### src/rtl/tcp_new_flow_setup.sv
// Slow-path new-flow installer: allocates an ID, initialises state, then writes the CAM.
// Optional stat counters are enabled with `define TCP_FLOW_SETUP_STATS_EN.
module tcp_new_flow_setup #(
    parameter int          FLOWID_W      = 3,
    parameter int          PTR_W         = 16,
    parameter int          RECYCLE_DEPTH = 4,
    parameter logic [31:0] TX_ISN        = 32'h0
) (
    input  logic                  clk,
    input  logic                  rst,

    input  logic                  slow_path_val,
    output logic                  slow_path_rdy,
    input  logic [95:0]           slow_path_tuple,
    input  logic [31:0]           slow_path_seq,

    output logic                  slow_path_done_val,
    input  logic                  slow_path_done_rdy,
    output logic [FLOWID_W-1:0]   slow_path_done_flowid,
    output logic                  slow_path_done_fail,

    output logic                  rx_state_wr_val,
    input  logic                  rx_state_wr_rdy,
    output logic [31:0]           rx_state_wr_data,

    output logic                  tx_state_wr_val,
    input  logic                  tx_state_wr_rdy,
    output logic [63:0]           tx_state_wr_data,

    output logic                  rx_ptrs_wr_val,
    input  logic                  rx_ptrs_wr_rdy,
    output logic [2*PTR_W-1:0]    rx_ptrs_wr_data,

    output logic                  tx_ptrs_wr_val,
    input  logic                  tx_ptrs_wr_rdy,
    output logic [2*PTR_W-1:0]    tx_ptrs_wr_data,

    output logic [FLOWID_W-1:0]   state_wr_flowid,

    output logic                  cam_wr_val,
    input  logic                  cam_wr_rdy,
    output logic [95:0]           cam_wr_tuple,
    output logic [FLOWID_W-1:0]   cam_wr_flowid,

    input  logic                  flow_free_val,
    output logic                  flow_free_rdy,
    input  logic [FLOWID_W-1:0]   flow_free_flowid
`ifdef TCP_FLOW_SETUP_STATS_EN
    ,
    output logic [31:0]           stat_setups,
    output logic [31:0]           stat_fails
`endif
);

    localparam logic [FLOWID_W:0] MAX_FLOWS = {1'b1, {FLOWID_W{1'b0}}};
    localparam int AW = $clog2(RECYCLE_DEPTH);

    typedef enum logic [2:0] {
        S_IDLE,
        S_ALLOC,
        S_INIT,
        S_CAM,
        S_DONE
    } state_t;

    state_t                state_q, state_d;
    logic [95:0]           tuple_q, tuple_d;
    logic [31:0]           seq_q, seq_d;
    logic [FLOWID_W-1:0]   flowid_q, flowid_d;
    logic                  fail_q, fail_d;
    logic [3:0]            pend_q, pend_d;
    logic [FLOWID_W:0]     next_id_q, next_id_d;
    logic [AW:0]           rd_ptr_q, rd_ptr_d;
    logic [AW:0]           wr_ptr_q, wr_ptr_d;
    logic [FLOWID_W-1:0]   fifo_q [RECYCLE_DEPTH];

    logic                  fifo_empty;
    logic                  fifo_full;
    logic                  push;
    logic                  pop;
    logic                  in_init;
    logic [3:0]            wr_hs;

    assign fifo_empty = (rd_ptr_q == wr_ptr_q);
    assign fifo_full  = (rd_ptr_q[AW] != wr_ptr_q[AW]) &&
                        (rd_ptr_q[AW-1:0] == wr_ptr_q[AW-1:0]);
    assign push       = flow_free_val && !fifo_full;
    assign flow_free_rdy = !fifo_full;

    // Bit order of the pending mask: rx_state, tx_state, rx_ptrs, tx_ptrs.
    assign in_init         = (state_q == S_INIT);
    assign rx_state_wr_val = in_init && pend_q[0];
    assign tx_state_wr_val = in_init && pend_q[1];
    assign rx_ptrs_wr_val  = in_init && pend_q[2];
    assign tx_ptrs_wr_val  = in_init && pend_q[3];

    assign wr_hs = {tx_ptrs_wr_val && tx_ptrs_wr_rdy,
                    rx_ptrs_wr_val && rx_ptrs_wr_rdy,
                    tx_state_wr_val && tx_state_wr_rdy,
                    rx_state_wr_val && rx_state_wr_rdy};

    assign rx_state_wr_data = seq_q + 32'd1;
    assign tx_state_wr_data = {TX_ISN, TX_ISN};
    assign rx_ptrs_wr_data  = '0;
    assign tx_ptrs_wr_data  = '0;
    assign state_wr_flowid  = flowid_q;

    assign cam_wr_val    = (state_q == S_CAM);
    assign cam_wr_tuple  = tuple_q;
    assign cam_wr_flowid = flowid_q;

    assign slow_path_rdy         = (state_q == S_IDLE);
    assign slow_path_done_val    = (state_q == S_DONE);
    assign slow_path_done_flowid = flowid_q;
    assign slow_path_done_fail   = fail_q;

    always_comb begin
        state_d   = state_q;
        tuple_d   = tuple_q;
        seq_d     = seq_q;
        flowid_d  = flowid_q;
        fail_d    = fail_q;
        pend_d    = pend_q;
        next_id_d = next_id_q;
        pop       = 1'b0;

        unique case (state_q)
            S_IDLE: begin
                if (slow_path_val) begin
                    tuple_d = slow_path_tuple;
                    seq_d   = slow_path_seq;
                    state_d = S_ALLOC;
                end
            end
            S_ALLOC: begin
                // Recycled IDs take priority; the counter saturates, never wraps.
                if (!fifo_empty) begin
                    pop      = 1'b1;
                    flowid_d = fifo_q[rd_ptr_q[AW-1:0]];
                    pend_d   = 4'b1111;
                    state_d  = S_INIT;
                end else if (next_id_q < MAX_FLOWS) begin
                    flowid_d  = next_id_q[FLOWID_W-1:0];
                    next_id_d = next_id_q + (FLOWID_W+1)'(1);
                    pend_d    = 4'b1111;
                    state_d   = S_INIT;
                end else begin
                    fail_d  = 1'b1;
                    state_d = S_DONE;
                end
            end
            S_INIT: begin
                pend_d = pend_q & ~wr_hs;
                if (pend_q == 4'b0000) begin
                    state_d = S_CAM;
                end
            end
            S_CAM: begin
                if (cam_wr_rdy) begin
                    state_d = S_DONE;
                end
            end
            S_DONE: begin
                if (slow_path_done_rdy) begin
                    fail_d  = 1'b0;
                    state_d = S_IDLE;
                end
            end
            default: begin
                state_d = S_IDLE;
            end
        endcase
    end

    always_comb begin
        wr_ptr_d = wr_ptr_q;
        rd_ptr_d = rd_ptr_q;
        if (push) begin
            wr_ptr_d = wr_ptr_q + (AW+1)'(1);
        end
        if (pop) begin
            rd_ptr_d = rd_ptr_q + (AW+1)'(1);
        end
    end

    always_ff @(posedge clk) begin
        if (rst) begin
            state_q   <= S_IDLE;
            tuple_q   <= '0;
            seq_q     <= '0;
            flowid_q  <= '0;
            fail_q    <= 1'b0;
            pend_q    <= '0;
            next_id_q <= '0;
            rd_ptr_q  <= '0;
            wr_ptr_q  <= '0;
        end else begin
            state_q   <= state_d;
            tuple_q   <= tuple_d;
            seq_q     <= seq_d;
            flowid_q  <= flowid_d;
            fail_q    <= fail_d;
            pend_q    <= pend_d;
            next_id_q <= next_id_d;
            rd_ptr_q  <= rd_ptr_d;
            wr_ptr_q  <= wr_ptr_d;
        end
    end

    always_ff @(posedge clk) begin
        if (push) begin
            fifo_q[wr_ptr_q[AW-1:0]] <= flow_free_flowid;
        end
    end

`ifdef TCP_FLOW_SETUP_STATS_EN
    logic [31:0] stat_setups_q, stat_setups_d;
    logic [31:0] stat_fails_q, stat_fails_d;
    logic        done_hs;

    assign done_hs     = slow_path_done_val && slow_path_done_rdy;
    assign stat_setups = stat_setups_q;
    assign stat_fails  = stat_fails_q;

    always_comb begin
        stat_setups_d = stat_setups_q;
        stat_fails_d  = stat_fails_q;
        if (done_hs && !fail_q) begin
            stat_setups_d = stat_setups_q + 32'd1;
        end
        if (done_hs && fail_q) begin
            stat_fails_d = stat_fails_q + 32'd1;
        end
    end

    always_ff @(posedge clk) begin
        if (rst) begin
            stat_setups_q <= '0;
            stat_fails_q  <= '0;
        end else begin
            stat_setups_q <= stat_setups_d;
            stat_fails_q  <= stat_fails_d;
        end
    end
`endif

endmodule

### config.mk
export PLATFORM = sky130hd
export DESIGN_NAME = tcp_new_flow_setup
export DESIGN_NICKNAME = d
export VERILOG_FILES = /design/src/rtl/tcp_new_flow_setup.sv
export SDC_FILE = /design/constraint.sdc
export NUM_CORES = 1
export LEC_CHECK = 0
export CORE_UTILIZATION = 30
export CTS_BUF_LIST = sky130_fd_sc_hd__clkbuf_4 sky130_fd_sc_hd__clkbuf_8
export CTS_CLUSTER_DIAMETER = 30
export CTS_CLUSTER_SIZE = 16
export DETAILED_ROUTE_END_ITERATION = 12
export PLACE_DENSITY = 0.61
export SLEW_MARGIN = 20
export SYNTH_ARGS = -nofsm -noshare
export SYNTH_HDL_FRONTEND = slang
export SYNTH_SLANG_ARGS = --single-unit
### constraint.sdc
create_clock -name clk -period 1.7 [get_ports clk]
set_input_delay 0.17 -clock clk [delete_from_list [all_inputs] [get_ports clk]]
set_output_delay 0.17 -clock clk [all_outputs]
set_load 0.05 [all_outputs]
# Word level (Yosys, flattened, before mapping)
# Memories as Yosys holds them, arrays and structs flattened. A register that Yosys moved wholly into a read port is not among the register bits.
# Cells that the tools add are included.
word_totals:
  regBits: 149
  mem_bits_rw: 12
  inputBits: 141
  out_inout_bits: 274
  wordCells: 75
  mem_count: 1
op_classes:
  add_sub_neg: 4
  magnitude_cmp: 1
  eq_ne: 15
  muxes: 22
  bitwise_logic: 2
  reduce_logical: 21
mem_list:
  columns: ["name", "words", "word_bits", "rd", "rd_ports_with_merged_regs", "write_ports", "line", "text"]
  rows:
  - ["fifo_q", 4, 3, 1, 1, 1, "75", "logic [FLOWID_W-1:0] fifo_q [RECYCLE_DEPTH];"]
op_table:
  columns: ["op", "n"]
  rows:
  - ["32-bit by 1-bit adder with 32-bit output (second input constant)", 1]
  - ["3-bit two-way mux", 8]
  - ["3-bit one-hot mux with 5 select lines", 1]
  - ["1-bit logical AND", 10]
  - ["4-bit two-way mux", 2]
  - ["2-bit by 1-bit inequality test with 1-bit output (second input constant)", 4]
  - ["4-bit one-hot mux with 2 select lines", 1]
  - ["4-bit AND reduction", 2]
  - ["1-bit two-way mux", 7]
  - ["3-bit by 1-bit adder with 3-bit output (second input constant)", 2]
  - ["3-bit by 2-bit equality test with 1-bit output (second input constant)", 2]
  - ["2-bit inequality test (second input constant)", 3]
  - ["2-bit AND reduction", 3]
  - ["4-bit by 1-bit adder with 4-bit output (second input constant)", 1]
  - ["4-bit bitwise AND", 1]
  - ["4-bit logical NOT", 1]
  - ["4-bit less-than comparator (second input constant)", 1]
  - ["2-bit two-way mux", 2]
  - ["4-bit inverter", 1]
  - ["2-bit nonzero test", 2]
  - ["3-bit by 1-bit equality test with 1-bit output (second input constant)", 1]
  - ["3-bit equality test", 1]
  - ["3-bit equality test (second input constant)", 1]
  - ["3-bit logical NOT", 1]
  - ["6 further kinds", 6]

# Longest topological paths before layout
# Gate-level depths: netlist of run 1.
depth:
  word_depth: 6
  mapped_depth: 7
  depth_no_buf: 4

# Worst setup path after synthesis of run 1
# OpenSTA, ideal clock, no wires.
synth_timing:
  kind: "flip-flop to flip-flop"
  from: "register state_q[2]"
  to: "register state_q[2]"
  setup_ps: 81
  arrival_time_ps: 2288
  t_required_ps: 1619
  slack_ps: -669
  path_stages_with_launch: 6
  path_buffers: 1
  period_less_slack_ps: 2369
  cell_sequence: "dfxtp_1 -> buf_2 -> nor3b_1 -> nor2b_1 -> a311oi_1 -> nor3_1"
synth_via:
  elab_chain_len: 3
  elab_cells_between_ends: 11
  cone_classes: "eq/ne: 8; mux: 1; reduce/logical: 2"
synth_rtl:
  columns: ["item", "line", "text"]
  rows:
  - ["start: declaration", "66", "state_t state_q, state_d;"]
  - ["start signal: assignment", "198", "state_q <= state_d;"]
  - ["3-bit equality test (*)", null, null]
  - ["net slow_path_done_val", "17", "output logic slow_path_done_val,"]
  - ["2-bit by 1-bit inequality test with 1-bit output (no line)", null, null]
  - ["4-bit AND reduction (no line)", null, null]
# Mark *: on every way through the listed nets, which the timed path passes. The rest lies on a longest branch.
# A chain may end at the register's enable or synchronous reset.

# Worst setup path in the final report of run 1
layout_timing:
  from: "register seq_q[4]"
  to: "output rx_state_wr_data[29]"
layout_via:
  elab_chain_len: 1
layout_rtl:
  columns: ["item", "line", "text"]
  rows:
  - ["start: declaration", "68", "logic [31:0] seq_q, seq_d;"]
  - ["start signal: assignment", "200", "seq_q <= seq_d;"]
  - ["32-bit by 1-bit adder with 32-bit output", "102", "assign rx_state_wr_data = seq_q + 32'd1;"]
  - ["end: declaration", "24", "output logic [31:0] rx_state_wr_data,"]
# Every way passes these cells.

==> results by group, run 1 <==
Outcome
  • Status: finished with violations
  • Violated checks: negative setup slack

Layout
  • Final instance area: 0.01235 mm²
  • Inserted Diodes: 0
  • Layout cells sized above 1: 25.10%
  • Nets@finish: 1414
  • Layout area overhead: 59.65%
  • Finished Layout Cells: around 1600

Clock network
  • Clk_lat worst skew: between 0.4 and 0.5 ns
  • Htree depth: 4
  • Hold-fix buffers at CTS: 0
  • TritonCTS buffer count: 17
  • TritonCTS Sinks: 163
  • Register clock-pin slew on the reported worst setup and hold paths: 0.10 ns
  • CTS root buffer: clkbuf_8
  • TritonCTS clock tree: built
  • Clock Path Buffers: 2

Floorplan
  • Initial core utilization: 30.64%
  • Core box area: 0.02525 mm²
  • Rows: 58
  • Die ar.: 0.02644 mm²
  • I/O pins: 415
  • Die Y: 162.6 µm
  • Die W: 162.6 µm

STA
  • Max-slew violation count: 0
  • Worst slew margin: 64.98%
  • Clock skew: roughly 0.017 ns
  • Final Critical Period: 2.157 ns
  • F_max: between 400 and 500 MHz
  • Final WS setup: -0.4570 ns
  • Fin. Hold Viols: 0
  • Worst-Margin Slew: approximately 0.53 ns
  • Fin crit share: 126.9%
  • Hold slack: around 0.12 ns
  • Setup violators final: 28
  • RSZ-0062 raised after global routing: yes

Global routing
  • Grt met1 use: 20.36%
  • GR peak layer: met2
  • GRT Overall Usage: 16.16%
  • Vias in the first global route: 6412
  • Largest net degree at the start of global routing: 70
  • Met3 GRT Util: ~3.7%
  • Global-route wire length before repair: around 34000 µm
  • Total gr overflow: 0
  • Antenna violations before repair: 1
  • GR Util met2: 27.78%

Synth
  • Synth warn: 0
  • Number of synthesized flops with an enable pin: 12
  • Average cell area after synthesis: roughly 8.3 µm²
  • Post-Syn Area: 0.007737 mm²
  • Post-synthesis sequential area ratio: about 44%
  • FFs w/ async S/R, synth: 0%
  • Yosys reg bits: 163
  • Yosys cell types: 55
  • Synth Flop Type: dfxtp_1
  • Synth Instances: 932

Power and ir drop
  • P_sw: 7.659 mW
  • Peak supply drop: 0.0005842 V
  • Comb pwr share: 53.1%
  • Reg power frac: a little under a third
  • Sw Ratio: 46.45%
  • Pwr dens: 1335 mW/mm²
  • Clock share of power: 16.1%
  • Tot Pwr: 16.49 mW
  • Pleak: 5.469 nW
  • Internal power: around 8.8 mW

Setup path
  • WS Path Type: reg -> out
  • Crit path from: seq_q[4]
  • R2R depth: 4
  • Worst-path maximum fanout: 7
  • Critical Path Source Type: flip-flop
  • Worst setup EP type: output pin
  • FF-to-FF End: state_q[1]
  • Critical Path RT: 1.53 ns
  • Reg-to-reg slack, setup: 0.08 ns
  • Worst Path Arrival: around 2 ns
  • Worst R2R Start: pend_q[3]

Route
  • Detailed Route WL: approximately 22000 µm
  • Vias per cell: 4.213
  • DRC Markers: 0
  • Detailed Route Iter0 Violations: approximately 270
  • DRT Pass-1 Iters: 4
  • Vias: 6779
  • Average wire per cell in the routed design: about 14 µm
  • Detail Route Antenna Nets: 0

Place
  • Final HPWL DP: 16040 µm
  • Area after DPL: 0.01148 mm²
  • Setup slack at placement: -0.2342 ns
  • Port bufs: 286
  • RD Place Congestion: 0.7724
  • Placed cells: about 1600

Min path
  • Hold path depth: 2
  • Worst Hold Class: in -> reg
  • Hold Startpoint: rst
  • Hold EP: wr_ptr_q[1]

Job
  • Maxcap violations: 0
[repair_timing]
action	4_1_cts	5_1_grt
buffers inserted	18	7
gates resized for setup	132	22
setup endpoints to repair	99	44
cloned	1	0
pin swaps	37	24
[cells in the mapped netlist (7+ instances only)]
| cell | number | area share, % |
|---|---|---|
| a21oi_1 | 134 | 8.7 |
| inv_1 | 11 | 0.53 |
| nand3_1 | 10 | 0.65 |
| nor3_1 | 9 | 0.58 |
| buf_4 | 145 | 14 |
| buf_2 | 15 | 0.97 |
| xnor2_1 | 14 | 1.6 |
| ha_1 | 7 | 1.1 |
| dfxtp_1 | 151 | 39 |
| xor2_1 | 23 | 2.6 |
| clkbuf_1 | 24 | 1.2 |
| and2_1 | 11 | 0.89 |
| edfxtp_1 | 12 | 4.7 |
| nor4_2 | 7 | 1.1 |
| nand2_1 | 276 | 13 |
| nor2_1 | 15 | 0.73 |
| nand4_1 | 8 | 0.65 |
[worst max path at each step]
stage | to | slack (ns) | cells past startpoint
floorplan | rx_state_wr_data[27] | -0.21 | 5
global placement | rx_state_wr_data[31] | -0.17 | 5
detailed placement | rx_state_wr_data[29] | -0.23 | 5
CTS | rx_state_wr_data[28] | -0.57 | 7
global route | rx_state_wr_data[21] | -0.58 | 7
finish | rx_state_wr_data[29] | -0.46 | 6
[per-stage QoR]
stage                     utilization, %  TNS, ns
after floorplan                        -   -2.079
after global placement             45.48   -1.424
after detailed placement           45.48   -2.067
after CTS                          48.45   -11.26
after global routing               48.92   -12.94
final                              48.92   -9.625
[power by group through the flow]
stage               clock [mW]  sequential (mW)  combinational (mW)
global placement             0             5.11                8.66
floorplan                    0             6.69                4.34
CTS                       2.79             5.07                8.75
finish                    2.66             5.07                8.76
global route              2.93             5.17                9.34
detailed placement           0             5.13                8.70
[layout make-up]
cell class	count	area (µm²)
Fill cell	2450	12900
Clock inverter	14	115.1
Inverter	11	41.29
Multi-Input combinational cell	699	4222
Timing Repair Buffer	374	3894
Tap cell	330	412.9
Clock buffer	18	247.7
Sequential cell	163	3421
[kinds of logic after synthesis]
logic type               share of synthesized area (%)
buffers and inverters                            16.98
AO/OA/AOI/OAI                                    10.82
flip-flops                                       43.73
XOR/XNOR                                         4.819
multiplexers                                     1.391
other                                          0.04847
AND/OR/NAND/NOR                                  21.09
adder cells (fa/ha/maj)                          1.132
[state kept, by name, summed over array words and instances (netlist names), named ones only]
register	count
cam_wr_flowid	3
cam_wr_tuple	96
fifo_q	12
next_id_q	4
pend_q	4
rd_ptr_q	3
seq_q	32
slow_path_done_fail	1
state_q	3
wr_ptr_q	3
[cells in the final DEF, fill, tap and decap left out, types with 6 or more instances in the layout]
master / instances
dfxtp_2: 15
nor3_4: 6
buf_4: 110
nand4_1: 8
inv_1: 10
nor2_1: 10
ha_1: 6
buf_6: 13
xnor2_2: 12
conb_1: 128
dlygate4sd2_1: 62
and4_4: 6
buf_12: 48
and2_4: 7
a21oi_1: 134
edfxtp_1: 12
inv_6: 7
xor2_4: 10
nand2_1: 272
clkbuf_8: 18
xor2_2: 9
nor4_4: 6
dfxtp_1: 131
clkdlybuf4s50_1: 139
[critical path: stages (launching register included)]
cell and delay, ns:
dfxtp_2 0.34, and4_4 0.27, nand4_4 0.11, buf_12 0.16
nor4_4 0.29, xor2_2 0.22, buf_12 0.16
[metal layers]
metal | routed length (µm) | vias to the layer above
met4 | 225 | 2
met5 | 13 | -
met2 | 11070 | 179
met3 | 1062 | 13
met1 | 9394 | 3142
li1 | - | 3443
(Power assumes the default switching activity.)
==> run 2, diff against run 1 <==
--- a/config.mk
+++ b/config.mk
@@ -7,3 +7,3 @@
 export LEC_CHECK = 0
-export CORE_UTILIZATION = 30
+export CORE_AREA = 2 2 163 165
 export CTS_BUF_LIST = sky130_fd_sc_hd__clkbuf_4 sky130_fd_sc_hd__clkbuf_8
@@ -12,2 +12,3 @@
 export DETAILED_ROUTE_END_ITERATION = 12
+export DIE_AREA = 0 0 165 167
 export PLACE_DENSITY = 0.61
--- a/constraint.sdc
+++ b/constraint.sdc
@@ -3,2 +3,2 @@
 set_output_delay 0.17 -clock clk [all_outputs]
-set_load 0.05 [all_outputs]
+set_load 0.005 [all_outputs]
==> run 2 against run 1 <==
  * The run still ends with negative setup slack left
  * Non-clock buffer count is 16 higher
  * Critical endpoint is now rx_state_wr_data[31]
  * Final area down 4.0%
  * Clock skew increased by 0.0050 ns
  * Via count rose by 3.4%
  * Highest routed layer is now met4
  * Largest cell class unchanged
  * Register-to-register slack worse by 0.06 ns
  * Global-route usage shrank 0.22 points
  * Utilization fell by 2.9 points
  * Flip-flop and latch count unchanged
  * Worst setup slack worse by 0.044 ns
==> results by group, run 2 (same netlist as run 1, synthesis figures left out) <==
Place
  • Setup slack at placement: -0.4483 ns (-0.2141 ns)
  • Port bufs: 286 (unchanged)
  • RD Place Congestion: 0.8248 (+6.8%)
  • Area after DPL: 0.01080 mm² (-5.9%)
  • Placed cells: 1560 (+0.32%)
  • Final HPWL DP: 16220 µm (+1.1%)

Setup path
  • Critical Path End: rx_state_wr_data[31]
  • Worst setup EP type: output pin
  • Worst path max stage delay: 0.34 ns (about the same)
  • Worst-path maximum fanout: 4 (-3)
  • Critical Path Source Type: flip-flop
  • Slowest stage cell, crit path: dfxtp_2
  • Reg-to-reg slack, setup: 0.02 ns (-0.06 ns)
  • Critical Path RT: 1.53 ns (about the same)
  • FF-to-FF End: state_q[1]
  • Worst R2R Start: pend_q[2]
  • CP top delay family: simple AND/OR/NAND/NOR gates
  • Levels on crit path: 8 (+2)
  • CP Cell Sequence: and4_4, nand3_2, buf_6, buf_6, buf_6, nor4_4, xor2_1, buf_2
  • CP Buf/Inv Count: 4 (+2)
  • Crit path from: seq_q[15]
  • Worst Path Arrival: 2.03 ns (+0.04 ns)
  • R2R depth: 4 (unchanged)
  • Crit path top cell by count: buf_6
  • WS Path Type: reg -> out

STA
  • Final Critical Period: 2.201 ns (+0.04441 ns)
  • Fin crit share: 129.5% (+2.6 points)
  • RSZ-0062 raised after global routing: yes
  • Clock skew: 0.02193 ns (+0.004985 ns)
  • Setup violators final: 29 (+3.6%)
  • Final WS setup: -0.5014 ns (-0.04441 ns)
  • Fin. Hold Viols: 0 (unchanged)
  • F_max: 454.3 MHz (-2.0%)
  • Worst-Margin Slew: 0.5918 ns (+0.06439 ns)
  • Max-slew violation count: 0 (unchanged)
  • Worst slew margin: 60.19% (-4.8 points)

Min path
  • Worst Hold Class: in -> reg

Outcome
  • Status: finished with violations
  • Violated checks: negative setup slack

Clock network
  • TritonCTS clock tree: built
  • Htree depth: 4 (unchanged)
  • Clk_lat worst skew: 0.46 ns (+0.02 ns)
  • TritonCTS buffer count: 17 (unchanged)
  • TritonCTS Sinks: 163 (unchanged)
  • CTS root buffer: clkbuf_8
  • Clock Path Buffers: 2 (unchanged)
  • Register clock-pin slew on the reported worst setup and hold paths: 0.10 ns (about the same)

Floorplan
  • Core box area: 0.02576 mm² (+2.0%)
  • Die W: 165 µm (+1.5%)
  • Die ar.: 0.02756 mm² (+4.2%)
  • Die Y: 167 µm (+2.7%)
  • I/O pins: 415 (unchanged)
  • Rows: 59 (+1.7%)
  • Initial core utilization: 30.03% (-0.61 points)

Layout
  • Final instance area: 0.01186 mm² (-4.0%)
  • Inserted Diodes: 0 (unchanged)
  • Layout area overhead: 53.28%
  • Layout cells sized above 1: 20.46% (-4.6 points)
  • Nets@finish: 1430 (+1.1%)
  • Most frequent cells in the layout: 272 x nand2_1, 245 x clkdlybuf4s50_1, 134 x a21oi_1
  • Finished Layout Cells: 1630 (+1.3%)
  • Fill count: 2544 (+3.8%)
  • Flip-flop count of the largest register after layout: 96 (unchanged)
  • Most common cell after layout, fill and taps aside: nand2_1
  • Final Core Density: 46.03% (-2.9 points)

Global routing
  • Global-route wire length before repair: 34710 µm (+3.2%)
  • Antenna violations before repair: 0 (-1)
  • Largest net degree at the start of global routing: 67 (-4.3%)
  • GR peak layer: met2
  • Grt met1 use: 18.95% (-1.4 points)
  • GRT Overall Usage: 15.94% (-0.22 points)
  • Total gr overflow: 0 (unchanged)
  • Vias in the first global route: 6620 (+3.2%)
  • Met3 GRT Util: 5.579% (+1.9 points)
  • GR Util met2: 26.87% (-0.91 points)

Power and ir drop
  • Pwr dens: 1127 mW/mm² (-16%)
  • Tot Pwr: 13.37 mW (-19%)
  • Peak supply drop: 0.0004951 V (-15%)
  • Pleak: 5.045 nW (-7.8%)

Route
  • Detail Route Antenna Nets: 0 (unchanged)
  • Detailed Route WL: 22850 µm (+5.0%)
  • Vias per cell: 4.301 (+2.1%)
  • Average wire per cell in the routed design: 14.02 µm (+3.6%)
  • Vias: 7010 (+3.4%)
  • Detailed Route Iter0 Violations: 311 (+14%)
  • DRT Pass-1 Iters: 4 (unchanged)
  • DRC Markers: 0 (unchanged)

Job
  • Maxcap violations: 0 (unchanged)
==> run 2: layout make-up <==
type | instances | area (µm²) | share of cell area, %
Multi-Input combinational cell | 699 | 3885 | 32.76
Timing Repair Buffer | 390 | 3689 | 31.10
Sequential cell | 163 | 3425 | 28.87
Tap cell | 335 | 419.2 | 3.534
Clock buffer | 18 | 241.5 | 2.036
Clock inverter | 14 | 160.2 | 1.350
Inverter | 11 | 41.29 | 0.3481
==> run 2: worst min path at each step <==
stage                             startpoint             endpoint  slack (ns)  cells past startpoint
final                                    rst         next_id_q[1]        0.08                      2
after global routing                     rst     cam_wr_tuple[93]        0.06                      2
after CTS                                rst         next_id_q[1]        0.05                      2
after detailed placement    cam_wr_tuple[21]     cam_wr_tuple[21]        0.45                      2
after global placement      cam_wr_tuple[84]     cam_wr_tuple[84]        0.44                      2
after floorplan           slow_path_done_rdy  slow_path_done_fail        0.27                      1
==> run 2: stage by stage <==
stage,setup TNS [ns],hold slack [ns]
2_1_floorplan,0,0.2670
3_3_place_gp,-6.202,0.4406
3_5_place_dp,-6.839,0.4461
4_1_cts,-9.340,0.04952
5_1_grt,-12.58,0.06104
6_report,-9.204,0.08417
==> run 2: routing by layer <==
metal	wire length (µm)	share of wire (%)
met1	9441	41
met2	11340	50
met3	1693	7.4
met4	377	1.6
met5	0	0
==> run 2: timing repair <==
item / in CTS / in global routing
gates resized for setup: 240 / 46
setup buffers: 30 / 10
pin swaps: 51 / 31
hold buffers: 0 / 0
endpoints found under the setup margin: 39 / 43
==> run 2: worst register-to-register path, cell delays in order, from the launching register on <==
cell,delay [ns]
dfxtp_2,0.34
or4_4,0.57
a211oi_4,0.23
nand2b_1,0.10
o311a_1,0.34
==> run 2: power by group <==
group	switching, mW	leakage, nW	internal (mW)	total [mW]
Sequential	0.442	1.36	4.60	5.05
Combinational	2.64	3.48	2.78	5.41
Clock	1.66	0.203	1.25	2.91
==> run 3, diff against run 2 <==
SLEW_MARGIN = 15   (was 20)
==> results of run 3 <==
The final DEF is identical to that of run 2; final timing and power are the same.
